==> src/rtl/dnn_sample_sequencer.sv <==
// Sample scheduler in front of the DNN: accepts host descriptors at block-cycle
// boundaries, streams input-memory reads, tracks labels and scores predictions.
module dnn_sample_sequencer #(
    parameter int CPC = 18,
    parameter int NOUT = 16,
    parameter int RES_LAT = 3,
    parameter int ETAPOS_W = 4,
    parameter logic [ETAPOS_W-1:0] ETAPOS_NOP = '0,
    parameter int IDX_W = 12,
    parameter int ADDR_W = 16,
    parameter int CNT_W = 16,
    localparam int CI_W = $clog2(CPC),
    localparam int LBL_W = $clog2(NOUT)
) (
    input  logic                clk,
    input  logic                reset,
    input  logic [CI_W-1:0]     cycle_index,
    input  logic                start,
    input  logic [CNT_W-1:0]    num_samples,
    input  logic                smp_valid,
    output logic                smp_ready,
    input  logic [IDX_W-1:0]    smp_index,
    input  logic [LBL_W-1:0]    smp_label,
    input  logic [ETAPOS_W-1:0] smp_etapos,
    output logic                mem_rd_en,
    output logic [ADDR_W-1:0]   mem_addr,
    output logic [ETAPOS_W-1:0] etapos0,
    input  logic [NOUT-1:0]     actL_alln,
    output logic                busy,
    output logic                done,
    output logic [CNT_W-1:0]    sample_count,
    output logic [CNT_W-1:0]    correct_count
);
    localparam int DR_W = $clog2(RES_LAT + 1);

    typedef enum logic [1:0] {IDLE, RUN, DRAIN, FINISH} state_t;

    state_t            state;
    logic [CNT_W-1:0]  num_q;
    logic              pipe_valid [RES_LAT];
    logic [LBL_W-1:0]  pipe_label [RES_LAT];
    logic              out_valid;
    logic [LBL_W-1:0]  out_label;
    logic              slot_active;
    logic [ADDR_W-1:0] base;
    logic [DR_W-1:0]   drain_cnt;

    logic              boundary;
    logic              score_pt;
    logic              hs;
    logic              chunk_rd;
    logic              hit;
    logic [ADDR_W-1:0] hs_base;

    function automatic logic [CNT_W-1:0] sat_inc(input logic [CNT_W-1:0] v);
        return (&v) ? v : v + CNT_W'(1);
    endfunction

    // Handshake is only possible on the boundary clock; chunk 0 goes out on
    // that same clock, the remaining chunks follow at cycle_index 0..CPC-4.
    assign boundary  = (cycle_index == CI_W'(CPC - 1));
    assign score_pt  = (cycle_index == '0);
    assign smp_ready = (state == RUN) && boundary && (sample_count < num_q);
    assign hs        = smp_ready && smp_valid;
    assign hs_base   = ADDR_W'(smp_index) * ADDR_W'(CPC - 2);
    assign chunk_rd  = slot_active && (cycle_index <= CI_W'(CPC - 4));
    assign mem_rd_en = hs || chunk_rd;
    assign mem_addr  = hs ? hs_base :
                       chunk_rd ? base + ADDR_W'(cycle_index) + ADDR_W'(1) : '0;
    assign hit       = out_valid && (actL_alln == (NOUT'(1) << out_label));

    always_ff @(posedge clk or negedge reset) begin
        if (!reset) begin
            state         <= IDLE;
            busy          <= 1'b0;
            done          <= 1'b0;
            etapos0       <= ETAPOS_NOP;
            sample_count  <= '0;
            correct_count <= '0;
            num_q         <= '0;
            out_valid     <= 1'b0;
            out_label     <= '0;
            slot_active   <= 1'b0;
            base          <= '0;
            drain_cnt     <= '0;
            for (int i = 0; i < RES_LAT; i++) begin
                pipe_valid[i] <= 1'b0;
                pipe_label[i] <= '0;
            end
        end else begin
            done <= 1'b0;
            case (state)
                IDLE: begin
                    if (start) begin
                        sample_count  <= '0;
                        correct_count <= '0;
                        num_q         <= num_samples;
                        out_valid     <= 1'b0;
                        drain_cnt     <= '0;
                        for (int i = 0; i < RES_LAT; i++) pipe_valid[i] <= 1'b0;
                        if (num_samples == '0) begin
                            state <= FINISH;
                            done  <= 1'b1;
                        end else begin
                            state <= RUN;
                            busy  <= 1'b1;
                        end
                    end
                end
                RUN, DRAIN: begin
                    if (score_pt && out_valid) begin
                        out_valid <= 1'b0;
                        if (hit) correct_count <= sat_inc(correct_count);
                    end
                    if (boundary) begin
                        for (int i = RES_LAT - 1; i > 0; i--) begin
                            pipe_valid[i] <= pipe_valid[i-1];
                            pipe_label[i] <= pipe_label[i-1];
                        end
                        pipe_valid[0] <= hs;
                        pipe_label[0] <= smp_label;
                        out_valid     <= pipe_valid[RES_LAT-1];
                        out_label     <= pipe_label[RES_LAT-1];
                        slot_active   <= hs;
                        etapos0       <= hs ? smp_etapos : ETAPOS_NOP;
                        if (hs) begin
                            base         <= hs_base;
                            sample_count <= sat_inc(sample_count);
                        end
                        if (state == RUN && (sample_count + CNT_W'(hs) == num_q))
                            state <= DRAIN;
                        if (state == DRAIN)
                            drain_cnt <= drain_cnt + DR_W'(1);
                    end
                    // Last sample leaves the pipe on the RES_LAT-th drain boundary
                    // and is scored on the following cycle_index 0.
                    if (state == DRAIN && drain_cnt == DR_W'(RES_LAT) && score_pt) begin
                        state <= FINISH;
                        done  <= 1'b1;
                        busy  <= 1'b0;
                    end
                end
                FINISH: state <= IDLE;
                default: state <= IDLE;
            endcase
        end
    end
endmodule

==> config.mk <==
export PLATFORM = sky130hd
export DESIGN_NAME = dnn_sample_sequencer
export DESIGN_NICKNAME = d
export VERILOG_FILES = /design/src/rtl/dnn_sample_sequencer.sv
export SDC_FILE = /design/constraint.sdc
export NUM_CORES = 1
export LEC_CHECK = 0
export CORE_MARGIN = 4
export CORE_UTILIZATION = 40
export CTS_CLUSTER_DIAMETER = 200
export DETAILED_ROUTE_END_ITERATION = 12
export PLACE_DENSITY_LB_ADDON = 0.25
export SLEW_MARGIN = 10
export SYNTH_ARGS = -nofsm -noshare
export SYNTH_HDL_FRONTEND = slang
export SYNTH_SLANG_ARGS = --single-unit
==> constraint.sdc <==
create_clock -name clk -period 12.4 [get_ports clk]
set_clock_uncertainty 0.1 [all_clocks]
set_input_delay 1.86 -clock clk [delete_from_list [all_inputs] [get_ports clk]]
set_output_delay 1.86 -clock clk [all_outputs]
set_load 0.02 [all_outputs]
==> out/results.txt, run 1 <==
status: complete, no violations
I/O Buffers: 116
PostCTS Resize Cnt: 0
post-synthesis instance area: 6307 um2
Post-synth ARST share: 100.0%
Final Non-Filler Cells: 983
Ys Warns: 0
Reg clk slew, reported paths: 70 ps
Area Growth Syn to Fin: 25.33%
Initial Utilization: 41.18%
Max Root-Sink Buffers: 2
predominant post-synthesis flop cell: dfrtp_1
Rel. slew slack: 44.66%
Clock Latency Late Sink: 350 ps
htree depth: 3
Worst Hold Launch: out_valid
post-DP HPWL: 12.47 mm
first-pass GRT wire length: 27.61 mm
Clk Tree Root Cell: clkbuf_16
Setup violations, final: 0
ant diodes: 0
Congestion Overflow GR: 0
Post-synth EDFFs: 0
Hold Crit Depth: 2
average routed wire per standard cell: 17.03 um
Yosys top cell area share: 36.10%
Post-CTS Hold Buffers: 0
TritonRoute pass-1 iters: 7
WS Path Type: input pin to output port
initial antenna violation count: 0
IO Pins: 117
synthesized flop and latch total: 91
unique cell type count in the Yosys netlist: 83
DIE HEIGHT: 133.6 um
largest net degree at the start of global routing: 57
PwrDens: 145.3 nW/um2
Seq/Total Area, Yosys: 36.10%
Inst Count DP: 967
average via count per standard cell: 5.720
TritonCTS clock tree: done
WP data arrival: 5140 ps
hold endpoint: out_valid
Synth Instances: 674
Core Rows: 45
achievable frequency: 140.9 MHz
crit-path max FO: 19
worst reg2reg setup slack: 7080 ps
min Tclk post-route: 7097 ps
Sum Neg Setup Slack: 0 ps
vias in the first global route: 5459
Leakage: 3.364 nW
Area contributors post-synth: dfrtp_1 36%, mux2_2 8.2%, ha_1 5.8%
placed cell area: 7586 um2
R2R depth: 15
total power: 1.149 mW
Net count, final: 857
Final Hold Viols: 0
maximum VDD drop: 0.00009431 V
via count: 5623
Sink Count: 91
Hold Path Class: flip-flop to flip-flop
postcts setup bufs: 0
post-route clock period utilization: 57.23%
Reg-to-Reg Start: sample_count[6]
unrepaired setup endpoints after global routing: no
syn_nets: 764
Tot GR Track Use: 18.82%
Pins Over Slew Limit: 0
RD Place Congestion: 0.9428
startpoint class of the critical path: input pin
Die Area: 17840 um2
worst slew pin tran: 828.1 ps
number of routed nets with antenna violations: 0
final wirelength: 16.74 mm
Syn Area/Cell: 9.358 um2
Inserted Clock Buffers: 9
element type at the critical path end: output port
DRC viols: 0
DRT iter0 DRCs: 377
Max-Cap Viols: 0
worst path required time: 10440 ps
DIE WIDTH: 133.6 um
worst r2r dst: state[0]
area leader, netlist: dfrtp_1
total core area: 15310 um2
fin area: 7905 um2
share of layout cells above drive strength 1: 11.40%
per-layer routing:
metal / wire [um] / GRT usage (%) / vias up
met5: 0 / 0 / -
met4: 276 / 6.686 / 0
li1: - / - / 2680
met1: 7574 / 25.58 / 2733
met2: 7816 / 29.91 / 188
met3: 1070 / 3.739 / 22
flip-flops by register name, summed over array words and instances (netlist names), 3 cells and up:
| name | cells |
|---|---|
| etapos0 | 4 |
| out_label | 4 |
| correct_count | 16 |
| base | 12 |
| pipe_valid | 3 |
| sample_count | 16 |
| num_q | 16 |
| pipe_label | 12 |
where the power goes:
part | switching, mW | total (mW) | internal, mW
logic | 0.218 | 0.415 | 0.197
clock network | 0.120 | 0.297 | 0.177
registers | 0.0735 | 0.437 | 0.363
total | 0.411 | 1.15 | 0.737
logic make-up (layout without fill, tap and decap cells):
family          Yosys count  count (layout)  share of synthesized area, %
xor+xnor                 41              41                         5.693
buf+inv                  79             177                         5.197
compound gates          162             162                         18.29
mux                      50              50                         8.848
flops                    91              91                         36.10
fa+ha+maj                29              29                         5.753
simple gates            222             222                         20.11
cell usage after synthesis (4+ instances only):
cell       number
inv_1          40
and3_1         11
ha_1           29
o21ai_0        43
nor4_1         14
nor3_1          7
nor2_1         25
nand4_1        15
a31oi_1        10
buf_2          10
a21o_1          9
and4_1          6
a21oi_1        21
o2111ai_1       4
a211o_1         5
nand2_1        53
nand2b_1        7
mux2i_1         4
a41oi_1         4
o31ai_1         9
dfrtp_1        91
or4_1           9
xnor2_1        26
o2bb2ai_1       4
nand3_1        32
xor2_1         15
or3_1          10
clkbuf_1       23
mux2_2         46
cells in the final DEF (no fill, tap or decap), types with 10 or more instances in the layout:
cell type          n
clkdlybuf4s50_1  115
dfrtp_1           91
nand2_1           53
mux2_2            46
o21ai_0           43
inv_1             40
nand3_1           32
ha_1              29
xnor2_1           26
nor2_1            25
a21oi_1           21
nand4_1           15
xor2_1            15
nor4_1            14
and3_1            11
a31oi_1           10
or3_1             10
final cells by class:
class / count / area [um2]
inverter: 41 / 153.9
tap: 211 / 264.0
multi-input combinational: 504 / 3702
timing repair buffer: 120 / 1189
clock buffer: 10 / 229.0
sequential: 91 / 2277
clock inverter: 6 / 90.09
fill: 1449 / 7410
worst max path at each step:
stage / start / to / slack [ps] / cells after the start
after floorplan: cycle_index[1] / mem_addr[10] / 6770 / 12
after global placement: cycle_index[0] / mem_addr[5] / 5380 / 10
after detailed placement: cycle_index[1] / mem_addr[7] / 5290 / 11
after CTS: cycle_index[1] / mem_addr[15] / 5280 / 11
after global routing: cycle_index[1] / mem_addr[15] / 5020 / 11
final: cycle_index[1] / mem_addr[15] / 5300 / 11
stage by stage:
stage / hold slack (ps) / utilization [%] / setup WS, ps
after global placement: 356.4 / 49.53 / 5378
final: 381.2 / 51.62 / 5303
after global routing: 420.1 / 51.62 / 5019
after detailed placement: 374.0 / 49.53 / 5289
after floorplan: 340.4 / - / 6767
after CTS: 389.1 / 51.62 / 5283
critical path: stages:
cell and delay (ps):
clkdlybuf4s50_1 490, inv_1 140, ha_1 150, and4bb_1 430
nand3b_1 140, a221oi_2 210, o21a_2 220, and3_1 640
nand2_1 90, o21ai_0 110, clkdlybuf4s50_1 650
No activity file was read; power rests on OpenSTA's default activity.
==> run 2: changes to the inputs <==
clock period = 7 ns   (was 12.4 ns; I/O delays follow)
==> run 2 against run 1 <==
Compared with the run above: clock power rose by 57%; setup slack got worse by 3600 ps; largest power group unchanged; wire length rose by 3.6%; non-clock buffer count rose by 1; total power rose by 73%; register-to-register slack got worse by 4800 ps.
==> out/results.txt, run 2 (synthesized netlist as in run 1, its figures left out) <==
largest net degree at the start of global routing: 57
Clock Latency Late Sink: 350 ps
TritonRoute pass-1 iters: 5
status: complete, no violations
element type at the critical path end: output port
average routed wire per standard cell: 17.62 um
htree depth: 3
Final Hold Viols: 0
DIE WIDTH: 133.6 um
WP data arrival: 4110 ps
IO Pins: 117
maximum VDD drop: 0.0001510 V
vias in the first global route: 5535
startpoint class of the critical path: input pin
final wirelength: 17.34 mm
total core area: 15310 um2
Inserted Clock Buffers: 9
Initial Utilization: 41.18%
Hold Path Class: flip-flop to flip-flop
share of layout cells above drive strength 1: 11.64%
DRT iter0 DRCs: 398
I/O Buffers: 116
Core Rows: 45
R2R depth: 15
Tot GR Track Use: 19.42%
Net count, final: 858
PwrDens: 252.0 nW/um2
Pins Over Slew Limit: 0
first-pass GRT wire length: 28.19 mm
most frequent cells in the layout: 115 x clkdlybuf4s50_1, 91 x dfrtp_1, 53 x nand2_1, 46 x mux2_2, 43 x o21ai_0
Hold Crit Depth: 2
DRC viols: 0
WS Path Type: input pin to output port
initial antenna violation count: 0
RD Place Congestion: 0.9067
min Tclk post-route: 5260 ps
Congestion Overflow GR: 0
via count: 5623
total power: 1.984 mW
Reg clk slew, reported paths: 70 ps
worst slew pin tran: 885.9 ps
fin area: 7873 um2
Max Root-Sink Buffers: 2
Max-Cap Viols: 0
Post-CTS Hold Buffers: 0
placed cell area: 7594 um2
Area Growth Syn to Fin: 24.82%
postcts setup bufs: 0
achievable frequency: 190.1 MHz
DIE HEIGHT: 133.6 um
post-DP HPWL: 12.90 mm
crit-path max FO: 18
Sum Neg Setup Slack: 0 ps
Largest regs: correct_count: 16 flops, num_q: 16 flops, sample_count: 16 flops
leading cell type in the layout, fill and taps excluded: clkdlybuf4s50_1
number of routed nets with antenna violations: 0
unrepaired setup endpoints after global routing: no
post-route clock period utilization: 75.14%
worst path required time: 5850 ps
Setup violations, final: 0
Clk Tree Root Cell: clkbuf_16
Rel. slew slack: 40.80%
average via count per standard cell: 5.714
Sink Count: 91
ant diodes: 0
PostCTS Resize Cnt: 0
TritonCTS clock tree: done
Leakage: 3.355 nW
Die Area: 17840 um2
## run 2: cell types whose count changed in the layout (fill, tap and decap cells not counted), sizes merged
cell | before | now
clkinv | 4 | 5
buf | 5 | 6
bufinv | 2 | 0
inv | 40 | 41
## run 2: layer usage
metal	wire, um	vias to the layer above	global-route usage [%]
met5	0	-	0
met4	292	0	6.229
met3	854	22	3.852
met2	8267	157	31.94
met1	7925	2759	25.80
li1	-	2685	-
## run 2: where the power goes
part           switching [mW]  internal (mW)
Sequential              0.134          0.644
Clock                   0.214          0.251
Combinational           0.392          0.349
Total                   0.741           1.24
## run 2: critical path: stages
cell	delay (ps)
clkdlybuf4s50_1	500
inv_1	140
ha_1	140
and4bb_1	430
nand3b_1	140
a221oi_2	230
o21a_2	220
and3_1	200
buf_4	250
nand2_1	90
o21ai_0	80
clkdlybuf4s50_1	640
## run 2: cell type report
cell class | count | area (um2)
multi-input combinational | 504 | 3702
sequential | 91 | 2277
fill | 1414 | 7442
clock buffer | 10 | 239.0
clock inverter | 6 | 40.04
tap | 211 | 264.0
timing repair buffer | 121 | 1196
inverter | 41 | 153.9
## run 2: through the flow
step           std cells  setup slack (ps)  hold slack [ps]  utilization (%)
2_1_floorplan        674              2320            340.4                -
3_3_place_gp         968              1794            360.3            49.58
3_5_place_dp         968              1593            370.8            49.58
4_1_cts              984              1747            389.1            51.41
5_1_grt              984              1488            404.7            51.41
6_report             984              1740            380.9            51.41
## run 2: path summary, 6_finish.rpt
| kind | startpoint | to | slack, ps |
|---|---|---|---|
| worst max-delay path | cycle_index[1] | mem_addr[9] | 1740 |
| worst min-delay path | out_valid | out_valid | 380 |
| worst max register to register | sample_count[6] | state[1] | 2300 |
| worst min register to register | out_valid | out_valid | 380 |
| max in group asynchronous | reset | out_label[2] | 5090 |
| min in group asynchronous | reset | correct_count[5] | 560 |
==> run 3: changes to the inputs <==
clock period = 5 ns   (was 7 ns; I/O delays follow)
==> run 3 against run 2 <==
Compared with the run above: wire length down 0.86%; critical path depth rose by 3; first-iteration DRC count is 7.8% higher; setup slack worse by 1200 ps; largest cell class unchanged; cell count up 0.71%; register-to-register slack worse by 1700 ps.
==> out/results.txt, run 3 (synthesized netlist as in run 1, its figures left out) <==
status: complete, no violations
WS Path Type: input pin to flip-flop
largest net degree at the start of global routing: 59
DRC viols: 0
min Tclk post-route: 4462 ps
Initial Utilization: 41.18%
achievable frequency: 224.1 MHz
most frequent cells in the layout: 115 x clkdlybuf4s50_1, 91 x dfrtp_1, 53 x nand2_1, 46 x mux2_2, 43 x o21ai_0
Slowest cell on crit path: clkdlybuf4s50_1
post-route clock period utilization: 89.25%
Die Area: 17840 um2
most used cell, CP: ha_1
fin util: 51.94%
dpl ws: 232.5 ps
DRT iter0 DRCs: 429
initial antenna violation count: 0
post-DP HPWL: 12.92 mm
vias in the first global route: 5665
Leakage: 3.402 nW
maximum VDD drop: 0.0002121 V
Area Growth Syn to Fin: 26.13%
Core Rows: 45
postcts setup bufs: 0
element type at the critical path end: flip-flop
met3 routed WL: 1.075 mm
via count: 5716
Max Used Layer: met4
Setup violations, final: 0
TritonRoute pass-1 iters: 5
I/O Buffers: 116
Clk Tree Root Cell: clkbuf_16
crit-path cells: clkdlybuf4s50_1, ha_1, and4bb_1, nand3b_1, a221oi_2, o21a_2, and3_1, ha_1, nand2_1, or4_1, a21o_1, a211oi_1, a41oi_1, a21oi_1, a2bb2oi_1
IO Pins: 117
Tot GR Track Use: 19.54%
DIE HEIGHT: 133.6 um
ant diodes: 0
Sum Neg Setup Slack: 0 ps
Met1 Wirelength: 7.725 mm
max incr delay on CP: 610 ps
PostCTS Resize Cnt: 0
Seq. cell area: 2277 um2
Max Root-Sink Buffers: 2
Pins Over Slew Limit: 0
DIE WIDTH: 133.6 um
htree depth: 3
startpoint class of the critical path: input pin
Post-CTS Hold Buffers: 0
Rel. slew slack: 41.94%
total core area: 15310 um2
met2 WL post-DR: 7.976 mm
PwrDens: 357.4 nW/um2
Hold Path Class: input pin to async pin
Net count, final: 865
area of the multi-input gates: 3702 um2
Max-Cap Viols: 0
unrepaired setup endpoints after global routing: no
Clock Latency Late Sink: 350 ps
first-pass GRT wire length: 28.63 mm
crit-path max FO: 6
WP data arrival: 4630 ps
leading cell type in the layout, fill and taps excluded: clkdlybuf4s50_1
RD Place Congestion: 0.9271
Final WS setup: 537.6 ps
Inserted Clock Buffers: 9
Sink Count: 91
worst reg2reg setup slack: 570 ps
Reg clk slew, reported paths: 70 ps
Final Non-Filler Cells: 991
Largest regs: correct_count: 16 flops, num_q: 16 flops, sample_count: 16 flops
Final Hold Viols: 0
Congestion Overflow GR: 0
average routed wire per standard cell: 17.35 um
FILL cells: 1404
worst slew pin tran: 868.8 ps
worst path required time: 5170 ps
average via count per standard cell: 5.768
final wirelength: 17.19 mm
number of routed nets with antenna violations: 0
hold_ws: 369.0 ps
TritonCTS clock tree: done
share of layout cells above drive strength 1: 12.44%
Inst Count DP: 975
run 3: cell types whose count changed in the layout (fill, tap and decap cells not counted):
cell,before,now
inv_8,0,1
bufinv_16,0,1
inv_6,1,3
clkbuf_8,1,0
buf_4,6,13
clkinv_2,3,0
run 3: final timing paths:
kind / from / end / cells past startpoint
max: cycle_index[0] / state[1] / 15
min: reset / correct_count[2] / 1
max reg2reg: sample_count[5] / state[1] / 14
min reg2reg: out_valid / out_valid / 2
max in group asynchronous: reset / pipe_label[8] / 2
min in group clk: out_valid / out_valid / 2
run 3: area by class of cell:
type                            count  share of cell area [%]
Timing Repair Buffer              128                   15.70
Sequential cell                    91                   28.63
Clock buffer                        9                   2.831
Multi-Input combinational cell    504                   46.54
Clock inverter                      7                   1.054
Inverter                           41                   1.935
Tap cell                          211                   3.319
run 3: metal layers:
metal	vias up	global-route usage, %
li1	2708	-
met2	194	31.32
met1	2782	25.76
met4	0	7.886
met5	-	0
met3	32	4.192
run 3: where the power goes:
group,internal [mW],switching (mW)
clock,0.397,0.313
sequential,0.901,0.180
combinational,0.496,0.556
run 3: critical path, delay by kind of cell:
family,cells,cell delay [ps]
compound gates,7,1560
simple gates,5,1240
fa+ha+maj,2,450
buf+inv,1,610
run 3: per-stage QoR:
step                      area [um2]  power [mW]
after detailed placement        7646       2.142
after global placement          7646       2.106
after global routing            7955       3.052
after CTS                       7955       2.870
final                           7955       2.843
after floorplan                 6307       1.777
==> edit 1, RTL diff (flow settings as in run 1) <==
The parameter `CNT_W` goes from 16 to 32.
--- a/src/rtl/dnn_sample_sequencer.sv
+++ b/src/rtl/dnn_sample_sequencer.sv
@@ -10,3 +10,3 @@
     parameter int ADDR_W = 16,
-    parameter int CNT_W = 16,
+    parameter int CNT_W = 32,
     localparam int CI_W = $clog2(CPC),
Interface: changed (resized correct_count, num_samples and sample_count); port bits go from 117 to 165. The function was not compared with the original's and may differ.
==> edit 1 against run 1 <==
First-iteration DRC count up 63%. Worst setup slack worse by 0.053 ns. Final cell count up 51%. Design area up 50%. Sequential cell count up 48. Total power up 49%. Routed wire length up 58%. Combinational power up 25%. Critical path depth up 3. Core utilization up 0.27 points. Fmax down 0.74%. Count of clock-buffer cells in the layout up 8. Area after synthesis up 49%. Critical path type unchanged. Highest routed layer unchanged.
==> edit 1: results (changes against run 1) <==
Status
  • Status: finished clean

Layout
  • Share of cells above drive strength 1: 0.0995 (-0.0145)
  • Layout Nets: 1,285 (+50%)
  • Largest regs: correct_count: 32 flops, num_q: 32 flops, sample_count: 32 flops

Placed design
  • HPWL after DPL: 19,100 um (+53%)
  • IO Port Bufs: 164 (+41%)
  • Placed Area: 11,200 sq um (+48%)
  • Routability Congestion: 0.963 (+2.1%)
  • Inst Count DP: 1,457 (+51%)
  • Setup WS pre-CTS: 5.32 ns (+0.0277 ns)

Detailed routing
  • Met3 wire len: 1300 um (+21%)
  • WL per Instance: 17.7 um (+4.0%)
  • First-pass DRT Iterations: 4 (-3)
  • Routed met2 length: 11,900 um (+52%)
  • WL met1: 13,000 um (+71%)
  • DR vias: 8,401 (+49%)
  • Top sig layer: met4
  • DR vias/cell: 5.64 (-1.4%)
  • Initial DRC count: 615 (+63%)

Clock tree
  • Total CTS buffers: 17 (+8)
  • Clock transition at path regs: 0.06 ns
  • Clk Latency, worst-skew pair: 0.43 ns (+0.08 ns)
  • CTS Buffer Depth: 2 (unchanged)
  • CTS resizes: 0 (unchanged)
  • CTS root buffer: clkbuf_16
  • Max H-tree Level: 4 (+1)

Power and ir drop
  • Pleak: 0.00497 uW (+48%)
  • Maximum VDD drop: 84.9 uV (-10%)

GRT
  • Met1 Usage GRT: 0.300 (+0.0443)
  • Met2 usage: 0.310 (+0.0110)
  • GRT Util Overall: 0.202 (+0.0138)
  • Largest net degree at the start of global routing: 94 (+65%)
  • Initial antenna violation count: 0 (unchanged)
  • Global Route met3 Usage: 0.0342 (-0.00319)
  • Vias in the first global route: 7,975 (+46%)
  • First-pass GRT wire length: 43,200 um (+57%)

Synth
  • Syn Std Cell Area: 9370 sq um (+49%)
  • Post-synthesis xor/xnor area fraction: 0.0664 (+0.00944)
  • Post-synthesis mux area share: 0.0892 (+0.000735)
  • Number of distinct library cells after synthesis: 73 (-12%)
  • Synth Area in Compound Gates: 0.136 (-0.0464)
  • Adder-Cell Fraction of Synth Area: 0.0601 (+0.00257)
  • Syn Nets: 1,155 (+51%)
  • Cells after Synth: 1,033 (+53%)
  • Top FF cell, synth: dfrtp_1
  • Async S/R FF share, synth: 1.00 (unchanged)
  • Post-synthesis sequential area ratio: 0.371 (+0.0102)
  • Most frequent cells after synthesis: dfrtp_1, nand2_1, nor2_1
  • Synth Warn #: 0 (unchanged)
  • Area contributors post-synth: dfrtp_1, mux2_2, ha_1, nand2_1, xnor2_1

STA
  • Slew HR: 0.276 (-0.170)

Worst setup path
  • Crit-path max FO: 48 (+29)
  • Critical-path top delay cell: clkdlybuf4s50_1
  • Worst EP arrival: 5.19 ns (+0.05 ns)
edit 1: cell types whose count changed after synthesis, moves of 13 or more:
cell	before	now
a21oi_1	21	51
inv_1	40	53
nor3_1	7	27
nand4_1	15	44
xnor2_1	26	41
nand2_1	53	98
clkbuf_1	23	44
xor2_1	15	30
ha_1	29	45
mux2_2	46	60
dfrtp_1	91	139
nor2_1	25	63
edit 1: logic make-up after synthesis:
group / after synthesis
fa+ha+maj: 45
mux: 76
simple gates: 399
compound gates: 192
flops: 139
xor+xnor: 71
buf+inv: 111
edit 1: area by class of cell:
class,instances,area (sq um)
fillers,2140,11000
multi-input cells,783,5470
flip-flops and latches,139,3480
repair buffers,168,1670
clock buffers,18,429
well taps,313,392
clock inverters,14,210
inverters,54,203
edit 1: worst paths after layout:
check / cells past startpoint / start / to / slack (ns)
max: 14 / cycle_index[1] / mem_addr[11] / 5.25
max in group asynchronous: 2 / reset / correct_count[13]$_DFFE_PN0P_ / 9.67
min reg2reg: 2 / pipe_valid[2]$_DFFE_PN0P_ / pipe_valid[2]$_DFFE_PN0P_ / 0.38
min: 2 / pipe_valid[2]$_DFFE_PN0P_ / pipe_valid[2]$_DFFE_PN0P_ / 0.38
max reg2reg: 18 / sample_count[3]$_DFFE_PN0P_ / state[1]$_DFFE_PN0P_ / 6.80
min in group asynchronous: 1 / reset / num_q[10]$_DFFE_PN0P_ / 1.41
edit 1: critical path, delay by kind of cell:
family / cells / cell delay [ns]
adder cells (fa/ha/maj): 1 / 0.17
AND/OR/NAND/NOR: 4 / 0.67
buffers and inverters: 5 / 2.00
AO/OA/AOI/OAI: 4 / 0.48
edit 1: power breakdown:
group	internal (uW)	switching [uW]	total, uW	leakage (uW)
registers	542	91.1	633	0.00185
logic	242	278	520	0.00281
clock network	342	218	560	0.000306
total	1130	587	1710	0.00497
==> edit 2, RTL diff (settings of run 1) <==
Made on the original files. Encoding of `state_t`: now one-hot (4 bits for 4 states).
--- a/src/rtl/dnn_sample_sequencer.sv
+++ b/src/rtl/dnn_sample_sequencer.sv
@@ -35,3 +35,3 @@
 
-    typedef enum logic [1:0] {IDLE, RUN, DRAIN, FINISH} state_t;
+    typedef enum logic [3:0] {IDLE = 4'b0001, RUN = 4'b0010, DRAIN = 4'b0100, FINISH = 4'b1000} state_t;
 
Check against the original RTL: same outputs for any inputs over 4 cycles, from zero or initial values and one cycle with reset low; so few cycles prove little.
==> edit 2 against run 1 <==
Area after synthesis decreased by 4.0%. Total power decreased by 23%. Sequential share of layout area increased by 2.0 points. Die area decreased by 3.8%. Final cell count decreased by 5.6%. Routed wire length decreased by 5.7%. Fmax decreased by 0.54%. Sequential cell count increased by 2. Sequential power decreased by 13%. Register-to-register slack improved by 0.11 ns. First-iteration DRC count decreased by 13%. Worst setup slack got worse by 0.039 ns. Design area decreased by 4.5%.
==> edit 2: results (changes against run 1) <==
Status
  • Status: finished clean

Detailed routing
  • Routed met2 length: 7860 um (+0.50%)
  • WL met1: 6820 um (-10%)
  • Met3 wire len: 732 um (-32%)

Synth
  • Number of distinct library cells after synthesis: 76 (-8.4%)
  • Syn Nets: 731 (-4.3%)
  • Post-synthesis xor/xnor area fraction: 0.0506 (-0.00630)
  • Area contributors post-synth: dfrtp_1, mux2_2, ha_1, nand2_1, o21ai_0
  • Adder-Cell Fraction of Synth Area: 0.0517 (-0.00586)
  • Flops & latches, synth: 93 (+2.2%)

Floorplan
  • CORE AREA: 14,700 sq um (-4.0%)

Placed design
  • HPWL after DPL: 11,800 um (-5.5%)
  • Inst Count DP: 912 (-5.7%)
  • Placed Area: 7270 sq um (-4.2%)

Worst setup path
  • Critical Path End: mem_addr[9]
  • Worst R2R Path Depth: 16 (+1)
  • Worst reg2reg path endpoint: state[1]$_DFFE_PN0P_
  • Crit-path max FO: 28 (+9)
  • Reg-to-Reg Start: sample_count[9]$_DFFE_PN0P_

Layout
  • Fraction of area in multi-input gates: 0.453 (-0.0158)
  • Non-CTS buffers: 117 (-2.5%)
  • Final Non-Filler Cells: 928 (-5.6%)
  • Clk tree area frac: 0.0378 (-0.00258)
  • Fill count: 1,358 (-6.3%)
  • Comb_multi_in: 485 (-3.8%)

STA
  • Fin crit period: 7.14 ns (+0.0387 ns)
  • Slew HR: 0.247 (-0.200)

GRT
  • First-pass GRT wire length: 26,000 um (-5.9%)
  • Global Route met3 Usage: 0.0321 (-0.00527)

Hold path
  • Hold EP: pipe_valid[2]$_DFFE_PN0P_
edit 2: changes by cell type after synthesis, sizes merged, moves of 6 or more:
cell     delta
a21oi      +14
a31oi       -6
clkbuf      -8
inv         -7
mux2       -17
nand2       +8
nor4        -7
o2bb2ai     +8
or3        +10
xnor2       -9
edit 2: power by group:
| group | switching (uW) | total, uW | leakage, uW | internal (uW) |
|---|---|---|---|---|
| clock network | 122 | 265 | 0.000135 | 143 |
| logic | 137 | 242 | 0.00176 | 105 |
| registers | 35.0 | 380 | 0.00126 | 345 |
| total | 294 | 886 | 0.00315 | 592 |
edit 2: kinds of logic (layout without fill, tap and decap cells):
| family | count (synthesis) | in the layout |
|---|---|---|
| compound gates | 154 | 154 |
| xor+xnor | 35 | 35 |
| fa+ha+maj | 25 | 25 |
| buf+inv | 67 | 166 |
| flops | 93 | 93 |
| mux | 32 | 32 |
| simple gates | 239 | 239 |
